`src/rtl/comb_lock_pkg.sv`:
```
// Shared types and helpers for the combination lock and its display path.
package comb_lock_pkg;

  typedef enum logic [2:0] {
    ENTRY    = 3'd0,
    CHECK    = 3'd1,
    UNLOCKED = 3'd2,
    PROGRAM  = 3'd3,
    LOCKOUT  = 3'd4
  } state_t;

  // Active-low segments {g,f,e,d,c,b,a}; index = displayed digit.
  localparam logic [9:0][6:0] SEG_DIGIT = {
    7'b0010000, 7'b0000000, 7'b1111000, 7'b0000010, 7'b0010010,
    7'b0011001, 7'b0110000, 7'b0100100, 7'b1111001, 7'b1000000
  };
  localparam logic [6:0] SEG_BLANK = 7'b1111111;

  function automatic logic [7:0] thermo(input logic [3:0] n);
    logic [7:0] t;
    for (int i = 0; i < 8; i++) t[i] = (i < int'(n));
    return t;
  endfunction

endpackage

```
`src/rtl/tick_prescaler.sv`:
```
// Divides the system clock down to a one-cycle countdown tick.
module tick_prescaler #(
  parameter int CLK_HZ  = 50000000,
  parameter int TICK_HZ = 1
) (
  input  logic CLOCK_50,
  input  logic reset,
  input  logic restart,
  output logic tick
);

  localparam int DIV = CLK_HZ / TICK_HZ;
  localparam int CW  = (DIV > 2) ? $clog2(DIV) : 1;

  logic [CW-1:0] cnt;

  always_ff @(posedge CLOCK_50 or posedge reset) begin
    if (reset) begin
      cnt <= '0;
    end else if (restart || cnt == CW'(DIV - 1)) begin
      cnt <= '0;
    end else begin
      cnt <= cnt + 1'b1;
    end
  end

  // Combinational so the first tick is consumed exactly DIV edges after restart.
  assign tick = !restart && (cnt == CW'(DIV - 1));

endmodule

```
`src/rtl/comb_lock_param.sv`:
```
// Multi-digit combination lock with unlock window, lockout and reprogramming.
module comb_lock_param
  import comb_lock_pkg::*;
#(
  parameter int CLK_HZ        = 50000000,
  parameter int TICK_HZ       = 1,
  parameter int NUM_DIGITS    = 4,
  parameter int DIGIT_W       = 4,
  parameter logic [NUM_DIGITS*DIGIT_W-1:0] RESET_CODE = 16'h1234,
  parameter int UNLOCK_TICKS  = 10,
  parameter int MAX_FAIL      = 3,
  parameter int LOCKOUT_TICKS = 30
) (
  input  logic                  CLOCK_50,
  input  logic                  reset,
  input  logic [DIGIT_W-1:0]    digit_in,
  input  logic                  digit_valid,
  input  logic                  clear,
  input  logic                  prog_req,
  output logic [NUM_DIGITS-1:0] progress,
  output logic                  unlocked,
  output logic                  locked_out,
  output logic [3:0]            fail_cnt,
  output logic [7:0]            ticks_left,
  output logic                  err_pulse,
  output logic                  prog_done
);

  localparam int CODE_W = NUM_DIGITS * DIGIT_W;
  localparam int IDX_W  = $clog2(NUM_DIGITS + 1);

  state_t              state, state_n;
  logic [IDX_W-1:0]    idx, idx_n;
  logic [CODE_W-1:0]   entry_buf, shadow_buf, code_reg, code_n;
  logic [CODE_W-1:0]   entry_wr, shadow_wr;
  logic [3:0]          fail_n, fail_inc;
  logic [7:0]          ticks_n;
  logic                err_n, done_n, restart, tick, last_digit;
  int                  slot;

  tick_prescaler #(.CLK_HZ(CLK_HZ), .TICK_HZ(TICK_HZ)) u_tick (
    .CLOCK_50 (CLOCK_50),
    .reset    (reset),
    .restart  (restart),
    .tick     (tick)
  );

  // Digit 0 lands in the most-significant field.
  always_comb begin
    slot       = (int'(idx) < NUM_DIGITS) ? (NUM_DIGITS - 1 - int'(idx)) : 0;
    last_digit = (int'(idx) == NUM_DIGITS - 1);
    entry_wr   = entry_buf;
    entry_wr[slot*DIGIT_W +: DIGIT_W] = digit_in;
    shadow_wr  = shadow_buf;
    shadow_wr[slot*DIGIT_W +: DIGIT_W] = digit_in;
    fail_inc   = (fail_cnt == 4'd15) ? 4'd15 : fail_cnt + 4'd1;
  end

  always_comb begin
    state_n = state;
    idx_n   = idx;
    code_n  = code_reg;
    fail_n  = fail_cnt;
    ticks_n = ticks_left;
    err_n   = 1'b0;
    done_n  = 1'b0;
    restart = 1'b0;
    case (state)
      ENTRY: begin
        if (clear) begin
          idx_n = '0;
        end else if (digit_valid) begin
          idx_n = idx + 1'b1;
          if (last_digit) state_n = CHECK;
        end
      end
      CHECK: begin
        idx_n = '0;
        if (entry_buf == code_reg) begin
          fail_n  = 4'd0;
          ticks_n = 8'(UNLOCK_TICKS);
          state_n = UNLOCKED;
          restart = 1'b1;
        end else begin
          err_n  = 1'b1;
          fail_n = fail_inc;
          if (fail_inc == 4'(MAX_FAIL)) begin
            ticks_n = 8'(LOCKOUT_TICKS);
            state_n = LOCKOUT;
            restart = 1'b1;
          end else begin
            state_n = ENTRY;
          end
        end
      end
      UNLOCKED: begin
        if (clear) begin
          idx_n   = '0;
          ticks_n = 8'd0;
          state_n = ENTRY;
        end else if (prog_req) begin
          idx_n   = '0;
          state_n = PROGRAM;
        end else if (tick) begin
          if (ticks_left == 8'd1) begin
            idx_n   = '0;
            ticks_n = 8'd0;
            state_n = ENTRY;
          end else begin
            ticks_n = ticks_left - 8'd1;
          end
        end
      end
      PROGRAM: begin
        if (clear) begin
          idx_n   = '0;
          ticks_n = 8'd0;
          state_n = ENTRY;
        end else if (digit_valid) begin
          if (last_digit) begin
            code_n  = shadow_wr;
            done_n  = 1'b1;
            idx_n   = '0;
            ticks_n = 8'd0;
            state_n = ENTRY;
          end else begin
            idx_n = idx + 1'b1;
          end
        end
      end
      LOCKOUT: begin
        if (tick) begin
          if (ticks_left == 8'd1) begin
            fail_n  = 4'd0;
            ticks_n = 8'd0;
            idx_n   = '0;
            state_n = ENTRY;
          end else begin
            ticks_n = ticks_left - 8'd1;
          end
        end
      end
      default: begin
        idx_n   = '0;
        state_n = ENTRY;
      end
    endcase
  end

  always_ff @(posedge CLOCK_50 or posedge reset) begin
    if (reset) begin
      state      <= ENTRY;
      idx        <= '0;
      code_reg   <= RESET_CODE;
      fail_cnt   <= 4'd0;
      ticks_left <= 8'd0;
      err_pulse  <= 1'b0;
      prog_done  <= 1'b0;
      unlocked   <= 1'b0;
      locked_out <= 1'b0;
    end else begin
      state      <= state_n;
      idx        <= idx_n;
      code_reg   <= code_n;
      fail_cnt   <= fail_n;
      ticks_left <= ticks_n;
      err_pulse  <= err_n;
      prog_done  <= done_n;
      unlocked   <= (state_n == UNLOCKED) || (state_n == PROGRAM);
      locked_out <= (state_n == LOCKOUT);
    end
  end

  // Digit buffers carry no control meaning; idx decides which slots are valid.
  always_ff @(posedge CLOCK_50) begin
    if (state == ENTRY && digit_valid && !clear) entry_buf <= entry_wr;
    if (state == PROGRAM && digit_valid && !clear) shadow_buf <= shadow_wr;
  end

  always_comb begin
    case (state)
      UNLOCKED: progress = '1;
      LOCKOUT:  progress = '0;
      default:  progress = NUM_DIGITS'(thermo(4'(idx)));
    endcase
  end

endmodule

```
`config.mk`:
```
export PLATFORM = sky130hd
export DESIGN_NAME = comb_lock_param
export DESIGN_NICKNAME = d
export VERILOG_FILES = /design/src/rtl/comb_lock_pkg.sv /design/src/rtl/tick_prescaler.sv /design/src/rtl/comb_lock_param.sv
export SDC_FILE = /design/constraint.sdc
export NUM_CORES = 1
export LEC_CHECK = 0
export ABC_AREA = 0
export CORE_MARGIN = 2
export CORE_UTILIZATION = 40
export DETAILED_ROUTE_END_ITERATION = 6
export SYNTH_ARGS = -nofsm -noshare
export SYNTH_HDL_FRONTEND = slang
export SYNTH_SLANG_ARGS = --single-unit
```
`constraint.sdc`:
```
create_clock -name CLOCK_50 -period 6.26 [get_ports CLOCK_50]
set_clock_uncertainty 0.1 [all_clocks]
set_input_delay 1.252 -clock CLOCK_50 [delete_from_list [all_inputs] [get_ports CLOCK_50]]
set_output_delay 1.252 -clock CLOCK_50 [all_outputs]
set_load 0.05 [all_outputs]
```
==> summary.md <==
| Metric | Value |
|---|---|
| Worst-path clk slew | 0.07 ns |
| Status | complete, no violations |
| Mapped Nets | 470 |
| Largest stage delay, worst path | 0.74 ns |
| Setup slack after layout | 2.551 ns |
| Port bufs | 28 |
| Post-route clock period utilization | 0.5925 |
| CP bufs+invs | 2 |
| Max_slew headroom | 0.3314 |
| Synth top area cells | dfrtp_1 30%, edfxtp_1 20%, mux2_2 6.7% |
| Levels on crit path | 6 |
| Compound-cell area share of the yosys netlist | 0.07269 |
| WL/cell | 15.55 um |
| CTS tree | yes |
| Max Slew Vio Count | 0 |
| Routed length on met3 | 392 um |
| Pre-Repair DR Iteration Count | 4 |
| Die Height | 114.4 um |
| Yosys top cell area share | 0.3031 |
| Sw frac | 0.3224 |
| Seq cells post-synth | 96 |
| Setup violators final | 0 |
| Sequential cell fraction of total power | 0.419 |
| RSZ-0062 raised after global routing | false |
| Vias in the first global route | 3456 |
| Top routing layer used | met4 |
| WP data arrival | 3.83 ns |
| Number of buffers inserted by hold repair at cts | 0 |
| CP top delay family | simple AND/OR/NAND/NOR gates |
| Layout area overhead | 15.64% |
| Least-Margin Pin Slew | 1.002 ns |
| Routability cong. | 0.8017 |
| Dominant cell type by area after synthesis | dfrtp_1 |
| Element type at the critical path end | register |
| Synth cell types | 55 |
| Async set-reset flop share out of synthesis | 0.6667 |
| Non-Filler Instances | 633 |
| ANT cells | 0 |
| CTS max path bufs | 2 |
| Xor and xnor area share after synthesis | 0.07912 |
| Setup Buffers After CTS | 0 |
| Layout cells sized above 1 | 0.1461 |
| Largest family of logic cells by synthesized area | simple AND/OR/NAND/NOR gates |
| DR WL met2 | 4743 um |
| Startpoint Class | input port |
| Setup tns final | 0 ns |
| Placed wire-length estimate | 6945 um |
| TritonCTS Buffers | 9 |
| Fin area | 5633 sq um |
| PostCTS Resize Cnt | 0 |
| Final WL | 9845 um |
| Core area | 11960 sq um |
| Clock Sinks | 96 |
| Yosys warns | 0 |
| Die width | 114.4 um |
| Final-report hold violation count | 0 |
| Internal cell power | 1.265 mW |
| Psw | 602.0 uW |
| Avg Cell Area, Syn | 10.85 sq um |
| Post-synthesis adder-cell area fraction | 0.03082 |
| P_leak | 2.332 nW |
| Mux contribution to synthesized area | 0.06704 |
| Worst-path maximum fanout | 17 |
| Metal-1 WL | 4533 um |
| Placed insts | 617 |
| VDD IR max | 278.7 uV |
| Fillers | 1095 |
| Maximum capacitance violations | 0 |
| Hold path cells | 2 |
| First DRT Iteration DRCs | 237 |
| Die area | 13080 sq um |
| Post-Place Setup Slack | 2.152 ns |
| Post-synth EDFFs | 32 |
| HP Class | reg2reg |
| Prevailing post-synth register cell | dfrtp_1 |
| CP max-delay cell | and3_1 |
| Simple-gate area share of the yosys netlist | 0.2011 |
| Clock latency on the worst-skew pair | 0.34 ns |
| Via density | 5.261 |
| Global route overflow | 0 |
| Minimum clock period | 3.709 ns |
| R2R depth | 5 |
| Rows | 40 |
| Utilization after layout | 0.4709 |
| Nets | 502 |
| Top-Level Pins | 29 |
| Clock power share | 0.321 |
| Placed cell area | 5304 sq um |
| Total power | 1.867 mW |
| Max FFs per register | 26 |
| Global Route Usage Sum | 0.1687 |
| Max Fclk | 269.6 MHz |
| Largest net degree at the start of global routing | 65 |
| Crit-path cells | clkdlybuf4s50_1 > nor3b_1 > and3_1 > nand2_1 > inv_2 > mux2_2 |
| Most common cell in the netlist | nor2_1 |
| DRC | 0 |
| WS Path Type | in2reg |
| PwrDens | 331.5 nW/um^2 |
| Post-Synthesis Cells | 449 |
| Via count | 3330 |
| WP data required | 6.38 ns |
| Initial Utilization | 0.4072 |
| Synth Cell Area | 4871 sq um |
| Share of the yosys chip area belonging to registers | 0.5274 |
| Combinational power share | 0.260 |
| Worst hold margin | 0.3742 ns |
| First-pass GRT wire length | 17130 um |
| Top reg by flops | u_tick.cnt |
| Commonest cells in the netlist | 62 x nor2_1, 59 x dfrtp_1, 41 x nand2_1 |
| Initial antenna violation count | 0 |
| Detail Route Antenna Nets | 0 |
| Root Driver | clkbuf_16 |
| H-tree depth | 3 |
==> cells by family (layout without fill, tap and decap cells) <==
logic type | count (synthesis) | in the layout
and+or+nand+nor | 192 | 192
DFF | 96 | 96
AOI/OAI and AO/OA | 51 | 51
xor gates and xnor gates | 44 | 44
muxes | 29 | 29
buffers and inverters | 25 | 62
adders and majority gates | 12 | 12
==> area by class of cell <==
cell class / count / area, sq um / share of cell area
Clock buffer: 10 / 239.0 / 0.04243
Clock inverter: 6 / 90.09 / 0.01599
Inverter: 16 / 60.06 / 0.01066
Multi-Input combinational cell: 328 / 2196 / 0.3898
Sequential cell: 96 / 2569 / 0.4560
Tap cell: 147 / 183.9 / 0.03265
Timing Repair Buffer: 30 / 295.3 / 0.05242
==> tightest hold or removal path: stages, from the launching register on <==
cell and delay [ns]:
dfstp_2 0.38, nand2_1 0.05, nand2_1 0.05
==> layout by cell type (no fill, tap or decap), types with 5 or more instances in the layout <==
master	synthesis	layout
xnor2_1	25	25
nand4_1	12	12
nand2_1	41	41
ha_1	12	12
clkbuf_16	0	9
edfxtp_1	32	32
a21oi_1	12	12
and3_1	5	5
nand3_1	14	14
o21ai_0	18	18
nor2_1	62	62
dfrtp_1	59	59
inv_1	15	14
xor2_1	19	19
and2_1	22	22
nor3_1	11	11
clkdlybuf4s50_1	0	28
mux2_2	29	29
dfstp_2	5	5
==> layer usage <==
metal	vias to the layer above	GRT usage
li1	1633	-
met2	60	0.2718
met3	12	0.04870
met1	1625	0.2199
met5	-	0
met4	0	0.05528
==> final timing paths <==
path / start / to / slack (ns)
max in group asynchronous: reset / ticks_left[3]$_DFFE_PP0P_ / 4.14
min in group asynchronous: reset / u_tick.cnt[23]$_DFF_PP0_ / 1.38
setup reg to reg: state[1]$_DFF_PP0_ / code_reg[0]$_DFFE_PP0P_ / 3.16
setup / recovery: clear / code_reg[0]$_DFFE_PP0P_ / 2.55
hold reg to reg: code_reg[9]$_DFFE_PP1P_ / code_reg[9]$_DFFE_PP1P_ / 0.37
hold / removal: code_reg[9]$_DFFE_PP1P_ / code_reg[9]$_DFFE_PP1P_ / 0.37
==> power by group through the flow <==
stage / clock, mW / sequential [mW] / combinational (mW)
6_report: 0.599 / 0.782 / 0.486
5_1_grt: 0.642 / 0.793 / 0.542
4_1_cts: 0.616 / 0.781 / 0.492
3_5_place_dp: 0 / 0.793 / 0.486
3_3_place_gp: 0 / 0.794 / 0.481
2_1_floorplan: 0 / 0.852 / 0.279
No activity file was read; power rests on OpenSTA's default activity.
